`config.mk`:
```
export PLATFORM = sky130hd
export DESIGN_NAME = bitpack_dma
export DESIGN_NICKNAME = d
export VERILOG_FILES = /design/src/rtl/bitpack_pkg.sv /design/src/rtl/bitpack_sync_fifo.sv /design/src/rtl/bitpack_dma.sv
export SDC_FILE = /design/constraint.sdc
export NUM_CORES = 2
export LEC_CHECK = 0
export ABC_CLOCK_PERIOD_IN_PS = 6900
export CORE_ASPECT_RATIO = 1.75
export CORE_MARGIN = 3
export CORE_UTILIZATION = 40
export DETAILED_ROUTE_END_ITERATION = 10
export PLACE_DENSITY = 0.68
export SYNTH_ARGS = -nofsm -noshare
export SYNTH_HDL_FRONTEND = slang
export SYNTH_HIERARCHICAL = 1
export SYNTH_SLANG_ARGS = --single-unit
```
`constraint.sdc`:
```
create_clock -name AXI_MEM_ACLK -period 6.9 [get_ports AXI_MEM_ACLK]
set_input_delay 1.38 -clock AXI_MEM_ACLK [delete_from_list [all_inputs] [get_ports AXI_MEM_ACLK]]
set_output_delay 1.38 -clock AXI_MEM_ACLK [all_outputs]
set_load 0.1 [all_outputs]
```
`src/rtl/bitpack_pkg.sv`:
```
// Shared AXI constants, FSM state types and burst sizing for the bitpack copy engine.
package bitpack_pkg;

  localparam logic [2:0] AXI_SIZE_4B    = 3'b010;
  localparam logic [1:0] AXI_BURST_INCR = 2'b01;
  localparam logic [1:0] RESP_OKAY      = 2'b00;

  typedef enum logic [1:0] {RD_IDLE, RD_AR, RD_R} rd_state_t;
  typedef enum logic [1:0] {WR_IDLE, WR_AW, WR_W, WR_B} wr_state_t;
  typedef enum logic [1:0] {JOB_IDLE, JOB_BUSY, JOB_DONE} job_state_t;

  // Words in the next burst: capped by what is left, the burst limit and the 4KB page end.
  function automatic logic [31:0] burst_words(input logic [9:0]  word_in_page,
                                              input logic [31:0] remaining,
                                              input logic [31:0] max_len);
    logic [31:0] to_4k;
    logic [31:0] len;
    to_4k = 32'd1024 - {22'd0, word_in_page};
    len   = remaining;
    if (max_len < len) len = max_len;
    if (to_4k < len)   len = to_4k;
    return len;
  endfunction

endpackage

```
`src/rtl/bitpack_sync_fifo.sv`:
```
// Single-clock 32-bit FIFO with first-word fall-through output and occupancy count.
module bitpack_sync_fifo #(
  parameter int unsigned DEPTH = 64
) (
  input  logic                      clk,
  input  logic                      rst,
  input  logic                      push,
  input  logic [31:0]               din,
  input  logic                      pop,
  output logic [31:0]               dout,
  output logic [$clog2(DEPTH):0]    count,
  output logic                      empty
);

  localparam int unsigned AW = $clog2(DEPTH);
  localparam int unsigned CW = AW + 1;

  logic [31:0]   mem [DEPTH];
  logic [AW-1:0] wr_ptr;
  logic [AW-1:0] rd_ptr;
  logic          full;
  logic          do_push;
  logic          do_pop;

  assign empty   = (count == '0);
  assign full    = (count == CW'(DEPTH));
  assign do_pop  = pop && !empty;
  assign do_push = push && (!full || do_pop);
  assign dout    = mem[rd_ptr];

  always_ff @(posedge clk) begin
    if (rst) begin
      wr_ptr <= '0;
      rd_ptr <= '0;
      count  <= '0;
    end else begin
      if (do_push) wr_ptr <= wr_ptr + AW'(1);
      if (do_pop)  rd_ptr <= rd_ptr + AW'(1);
      case ({do_push, do_pop})
        2'b10:   count <= count + CW'(1);
        2'b01:   count <= count - CW'(1);
        default: count <= count;
      endcase
    end
  end

  always_ff @(posedge clk) begin
    if (do_push) mem[wr_ptr] <= din;
  end

endmodule

```
`src/rtl/bitpack_dma.sv`:
```
// Memory-to-memory copy engine: independent read and write burst FSMs joined by a data FIFO.
module bitpack_dma
  import bitpack_pkg::*;
#(
  parameter int unsigned BURST_LEN  = 16,
  parameter int unsigned FIFO_DEPTH = 64
) (
  input  logic        AXI_MEM_ACLK,
  input  logic        AXI_MEM_ARESET,
  input  logic [31:0] USER_SRC,
  input  logic [31:0] USER_DST,
  input  logic [31:0] USER_SIZE,
  input  logic        USER_GO,
  output logic        USER_DONE,
  output logic        USER_ERR,
  output logic [31:0] AXI_MEM_ARADDR,
  output logic [7:0]  AXI_MEM_ARLEN,
  output logic [2:0]  AXI_MEM_ARSIZE,
  output logic [1:0]  AXI_MEM_ARBURST,
  output logic        AXI_MEM_ARVALID,
  input  logic        AXI_MEM_ARREADY,
  input  logic [31:0] AXI_MEM_RDATA,
  input  logic [1:0]  AXI_MEM_RRESP,
  input  logic        AXI_MEM_RLAST,
  input  logic        AXI_MEM_RVALID,
  output logic        AXI_MEM_RREADY,
  output logic [31:0] AXI_MEM_AWADDR,
  output logic [7:0]  AXI_MEM_AWLEN,
  output logic [2:0]  AXI_MEM_AWSIZE,
  output logic [1:0]  AXI_MEM_AWBURST,
  output logic        AXI_MEM_AWVALID,
  input  logic        AXI_MEM_AWREADY,
  output logic [31:0] AXI_MEM_WDATA,
  output logic [3:0]  AXI_MEM_WSTRB,
  output logic        AXI_MEM_WLAST,
  output logic        AXI_MEM_WVALID,
  input  logic        AXI_MEM_WREADY,
  input  logic [1:0]  AXI_MEM_BRESP,
  input  logic        AXI_MEM_BVALID,
  output logic        AXI_MEM_BREADY
);

  localparam int unsigned CW = $clog2(FIFO_DEPTH) + 1;

  job_state_t  job_q, job_d;
  rd_state_t   rd_q, rd_d;
  wr_state_t   wr_q, wr_d;

  logic        go_q;
  logic        go_rise;
  logic [31:0] n_words;
  logic [31:0] rd_addr, wr_addr;
  logic [31:0] rd_rem, wr_rem;
  logic [7:0]  ar_len, aw_len, w_beat;
  logic        err_q;
  logic [31:0] rd_len, wr_len;
  logic [CW-1:0] fifo_count;
  logic [31:0] fifo_used, fifo_free;
  logic        fifo_empty;
  logic        r_fire, w_fire, b_fire;
  logic        unused_addr_bits;

  assign unused_addr_bits = ^{USER_SRC[1:0], USER_DST[1:0], USER_SIZE[1:0]};

  assign go_rise   = USER_GO && !go_q;
  assign n_words   = {2'b00, USER_SIZE[31:2]};
  assign rd_len    = burst_words(rd_addr[11:2], rd_rem, 32'(BURST_LEN));
  assign wr_len    = burst_words(wr_addr[11:2], wr_rem, 32'(BURST_LEN));
  assign fifo_used = 32'(fifo_count);
  assign fifo_free = 32'(FIFO_DEPTH) - fifo_used;

  assign r_fire = AXI_MEM_RVALID && AXI_MEM_RREADY;
  assign w_fire = AXI_MEM_WVALID && AXI_MEM_WREADY;
  assign b_fire = (wr_q == WR_B) && AXI_MEM_BVALID;

  assign AXI_MEM_ARADDR  = rd_addr;
  assign AXI_MEM_ARLEN   = ar_len;
  assign AXI_MEM_ARSIZE  = AXI_SIZE_4B;
  assign AXI_MEM_ARBURST = AXI_BURST_INCR;
  assign AXI_MEM_ARVALID = (rd_q == RD_AR);
  assign AXI_MEM_RREADY  = (rd_q == RD_R);
  assign AXI_MEM_AWADDR  = wr_addr;
  assign AXI_MEM_AWLEN   = aw_len;
  assign AXI_MEM_AWSIZE  = AXI_SIZE_4B;
  assign AXI_MEM_AWBURST = AXI_BURST_INCR;
  assign AXI_MEM_AWVALID = (wr_q == WR_AW);
  assign AXI_MEM_WSTRB   = 4'hF;
  assign AXI_MEM_WLAST   = (w_beat == aw_len);
  assign AXI_MEM_WVALID  = (wr_q == WR_W) && !fifo_empty;
  assign AXI_MEM_BREADY  = 1'b1;
  assign USER_DONE       = (job_q == JOB_DONE);
  assign USER_ERR        = err_q;

  bitpack_sync_fifo #(.DEPTH(FIFO_DEPTH)) u_fifo (
    .clk   (AXI_MEM_ACLK),
    .rst   (AXI_MEM_ARESET),
    .push  (r_fire),
    .din   (AXI_MEM_RDATA),
    .pop   (w_fire),
    .dout  (AXI_MEM_WDATA),
    .count (fifo_count),
    .empty (fifo_empty)
  );

  always_comb begin
    job_d = job_q;
    rd_d  = rd_q;
    wr_d  = wr_q;
    case (job_q)
      JOB_IDLE: if (go_rise) job_d = (n_words == '0) ? JOB_DONE : JOB_BUSY;
      JOB_BUSY: if (b_fire && wr_rem == '0) job_d = JOB_DONE;
      JOB_DONE: if (!USER_GO) job_d = JOB_IDLE;
      default:  job_d = JOB_IDLE;
    endcase
    // Read side only reserves space it is sure of: the FIFO can only drain while a burst is in flight.
    case (rd_q)
      RD_IDLE: if (job_q == JOB_BUSY && rd_rem != '0 && fifo_free >= rd_len) rd_d = RD_AR;
      RD_AR:   if (AXI_MEM_ARREADY) rd_d = RD_R;
      RD_R:    if (r_fire && AXI_MEM_RLAST) rd_d = RD_IDLE;
      default: rd_d = RD_IDLE;
    endcase
    case (wr_q)
      WR_IDLE: if (job_q == JOB_BUSY && wr_rem != '0 && fifo_used >= wr_len) wr_d = WR_AW;
      WR_AW:   if (AXI_MEM_AWREADY) wr_d = WR_W;
      WR_W:    if (w_fire && AXI_MEM_WLAST) wr_d = WR_B;
      WR_B:    if (AXI_MEM_BVALID) wr_d = WR_IDLE;
      default: wr_d = WR_IDLE;
    endcase
  end

  always_ff @(posedge AXI_MEM_ACLK) begin
    if (AXI_MEM_ARESET) begin
      job_q   <= JOB_IDLE;
      rd_q    <= RD_IDLE;
      wr_q    <= WR_IDLE;
      go_q    <= 1'b0;
      rd_addr <= '0;
      wr_addr <= '0;
      rd_rem  <= '0;
      wr_rem  <= '0;
      ar_len  <= '0;
      aw_len  <= '0;
      w_beat  <= '0;
      err_q   <= 1'b0;
    end else begin
      job_q <= job_d;
      rd_q  <= rd_d;
      wr_q  <= wr_d;
      go_q  <= USER_GO;
      if (job_q == JOB_IDLE && go_rise) begin
        rd_addr <= {USER_SRC[31:2], 2'b00};
        wr_addr <= {USER_DST[31:2], 2'b00};
        rd_rem  <= n_words;
        wr_rem  <= n_words;
        err_q   <= 1'b0;
      end
      if (rd_q == RD_IDLE && rd_d == RD_AR) ar_len <= 8'(rd_len - 32'd1);
      if (wr_q == WR_IDLE && wr_d == WR_AW) aw_len <= 8'(wr_len - 32'd1);
      if (AXI_MEM_ARVALID && AXI_MEM_ARREADY) begin
        rd_addr <= rd_addr + ((32'(ar_len) + 32'd1) << 2);
        rd_rem  <= rd_rem - (32'(ar_len) + 32'd1);
      end
      if (AXI_MEM_AWVALID && AXI_MEM_AWREADY) begin
        wr_addr <= wr_addr + ((32'(aw_len) + 32'd1) << 2);
        wr_rem  <= wr_rem - (32'(aw_len) + 32'd1);
        w_beat  <= '0;
      end else if (w_fire) begin
        w_beat  <= w_beat + 8'd1;
      end
      if (r_fire && AXI_MEM_RRESP != RESP_OKAY) err_q <= 1'b1;
      if (b_fire && AXI_MEM_BRESP != RESP_OKAY) err_q <= 1'b1;
    end
  end

endmodule
```
==> flow_summary.json <==
{
  "setup_tns_ns": 0,
  "layout.cells.non_filler": 8567,
  "area_delta_synth_final_pct": 14.5,
  "pin_count": 275,
  "seqPwrFrac_pct": 54.8,
  "slew_violations": 0,
  "clock_sinks": 2229,
  "hold_violations": 0,
  "grt_overflow": 0,
  "fin_skew_ns": 0.0706,
  "viasPerCell": 5.82,
  "die_w_um": 366,
  "cp.arrival_ns": 6.97,
  "die_y_um": 637,
  "post-route-min-period_ns": 6.30,
  "hp-class": "flip-flop to flip-flop",
  "grt_start_max_net_pins": 96,
  "portBuffers": 249,
  "crit_path_top_delay_cell": "or4b_2",
  "path_max_fanout": 7,
  "ir_drop_mv": 0.216,
  "crit_end": "AXI_MEM_ARLEN[3]",
  "pwr-share-clk_pct": 39.4,
  "post_cts_buffers": 0,
  "tightest_slew_ns": 1.25,
  "n_fill_cell": 18900,
  "r2r_slack_ns": 0.60,
  "switching_share_pct": 22.1,
  "syn_area_um2": 90900,
  "crit_required_ns": 7.57,
  "cts_tree": "yes",
  "power.internal_mw": 21.1,
  "yosysSeqAreaShare_pct": 71.7,
  "synth_seq_cells": 2229,
  "synth_enable_flop_cells": 2048,
  "powerDensity_nw_per_um2": 261,
  "reg2reg_to": "AXI_MEM_ARLEN[3]",
  "core_um2": 225000,
  "worst_path_largest_cell_delay_ns": 0.64,
  "cts_max_path_buffers": 4,
  "drt_iter0_markers": 4308,
  "grt_use_total_pct": 19.8,
  "max_slew_margin_pct": 16.1,
  "num_rows": 230,
  "comb_power_share_pct": 5.8,
  "dp_cells": 8213,
  "p_switching_mw": 6.01,
  "gp_congestion": 0.902,
  "first_global_vias": 51300,
  "holdPathStages": 2,
  "cts_buffers": 197,
  "ys_warn_count": 6,
  "reg2reg_depth": 19,
  "setup_viol": 0,
  "status": "complete, no violations",
  "path_cells": "or4_4, or4_4, nor2_1, nand2_1, ha_1, or4b_2, a21oi_1, or4b_4, a21o_4, mux2i_4, ha_1, nand2b_1, a21o_1, a31o_2, a221oi_1, o22ai_1, o211a_1, o221ai_1, a21oi_1",
  "endpoint_kind": "flip-flop",
  "vias": 49900,
  "start_kind": "flip-flop",
  "p_leak_nw": 32.4,
  "fmax_mhz": 159,
  "rr_startpoint": "rd_rem[12]",
  "die_area_um2": 233000,
  "first_pass_iters": 6,
  "avgSynthCellArea_um2": 18.1,
  "final_nets": 5651,
  "ys.flop_type": "edfxtp_1",
  "wl_per_cell_um": 27.3,
  "clkTransAtPathRegs_ns": 0.06,
  "synthArstFlopShare_pct": 0,
  "ant_nets": 0,
  "cts_hold_buf": 0,
  "synth_cell_type_count": 88,
  "antenna_found_initial": 12,
  "htreeDepth": 4,
  "finalCritPeriodShare_pct": 91.3,
  "clockRootBuffer": "clkbuf_16",
  "rsz0062_at_grt": "false",
  "path_class": "flip-flop to flip-flop",
  "grt_first_pass_wirelength_mm": 344,
  "drive_gt1_share_pct": 20.1,
  "drt_wl_total_mm": 234,
  "insertion_delay_ns": 0.86,
  "synthesis.instances": 5025,
  "start_util_pct": 40.4,
  "drv_cap": 0,
  "cp-startpoint": "rd_rem[12]",
  "ctsResizeCount": 0,
  "hpwl_mm": 148,
  "post-route-drc-count": 0
}
[cell usage in the layout (no fill, tap or decap), types with 104 or more instances in the layout]
cell type | Yosys | layout
a21oi_1 | 140 | 140
buf_4 | 23 | 162
clkbuf_16 | 0 | 197
clkdlybuf4s50_1 | 0 | 185
dfxtp_1 | 181 | 177
edfxtp_1 | 2048 | 2048
ha_1 | 109 | 109
mux2i_1 | 138 | 138
mux4_2 | 490 | 490
nand2_1 | 230 | 230
nor2_1 | 257 | 187
o21ai_0 | 105 | 104
[stage by stage]
stage	area [um^2]	power (mW)	utilization [%]	hold slack (ns)	setup WS, ns
after global routing	104000	27.9	46.2	0.501	0.263
after global placement	97900	16.7	43.5	0.461	0.558
final	104000	27.1	46.2	0.473	0.601
after CTS	104000	27.4	46.2	0.477	0.620
after detailed placement	97900	16.7	43.5	0.470	0.619
after floorplan	91100	16.1	-	0.438	0.498
[cell families after synthesis]
group | count (synthesis) | synth area share, %
compound gates | 728 | 5.63
xor+xnor | 102 | 0.983
fa+ha+maj | 114 | 1.61
buf+inv | 345 | 1.63
flops | 2229 | 71.7
mux | 648 | 13.9
other cells | 2 | 0.00826
simple gates | 857 | 4.54
[cells in the mapped netlist (27+ instances only)]
cell type / count / share of area [%]
o22ai_1: 43 / 0.30
nand3_1: 57 / 0.31
clkbuf_1: 152 / 0.63
a311oi_1: 42 / 0.40
nand2_1: 230 / 0.95
a211oi_1: 61 / 0.50
xor2_1: 45 / 0.43
buf_2: 71 / 0.39
or3_1: 37 / 0.25
nor3_1: 63 / 0.35
nand4_1: 27 / 0.19
a221oi_1: 72 / 0.69
xnor2_1: 57 / 0.55
a31oi_1: 31 / 0.21
nor2_1: 257 / 1.1
o21ai_0: 105 / 0.58
a22o_1: 36 / 0.35
inv_1: 59 / 0.24
o221ai_1: 39 / 0.38
ha_1: 109 / 1.5
nor4_1: 33 / 0.23
and3_1: 34 / 0.23
dfxtp_1: 181 / 4.0
a21o_1: 28 / 0.23
buf_1: 36 / 0.15
mux4_2: 490 / 12
edfxtp_1: 2048 / 68
a21oi_1: 140 / 0.77
mux2i_1: 138 / 1.5
[how the worst min path moves through the flow]
stage,from,endpoint,slack (ns)
after detailed placement,rd_rem[26],rd_rem[26],0.47
after floorplan,wr_rem[17],wr_rem[17],0.44
final,rd_rem[26],rd_rem[26],0.47
after global placement,wr_rem[29],wr_rem[29],0.46
after CTS,rd_rem[26],rd_rem[26],0.48
after global routing,wr_rem[23],wr_rem[23],0.50
[critical path, delay by kind of cell, from the launching register on]
kind            cells  cell delay, ns
compound gates      9            2.15
fa+ha+maj           2            0.49
simple gates        7            3.00
flops               1            0.34
mux                 1            0.20
[sequential cells by signal (all words and copies together) (netlist names), named ones only]
name and count:
u_fifo/mem 2048, AXI_MEM_AWADDR 30, u_fifo/rd_ptr 6, u_fifo/count 7, go_q 1, USER_ERR 1
wr_rem 32, u_fifo/wr_ptr 6, AXI_MEM_ARADDR 30, rd_rem 32, AXI_MEM_ARLEN 8, AXI_MEM_AWLEN 8
w_beat 8, rd_q 2, job_q 2, wr_q 2
[power groups by stage]
stage | sequential, mW | combinational (mW) | clock (mW)
finish | 14.9 | 1.58 | 10.7
global route | 14.9 | 1.70 | 11.4
CTS | 14.9 | 1.58 | 10.9
detailed placement | 15.2 | 1.57 | 0
global placement | 15.2 | 1.54 | 0
floorplan | 15.4 | 0.776 | 0
[area by class of cell]
cell class	instances	area, um^2	share of cell area, %
flip-flops and latches	2229	65100	62.6
multi-input cells	2501	25000	24.0
clock buffers	240	5110	4.91
well taps	3016	3770	3.63
repair buffers	406	3770	3.62
clock inverters	109	1010	0.968
inverters	61	229	0.220
diodes	5	12.5	0.0120
[routing by layer]
metal | vias to the layer above | global-route usage, % | routed length [um]
met5 | - | 0 | 21
met4 | 4 | 7.98 | 10200
met3 | 481 | 2.67 | 13700
met2 | 1969 | 37.5 | 129000
met1 | 26200 | 22.1 | 81500
li1 | 21300 | - | -
No activity file was read; power rests on OpenSTA's default activity.
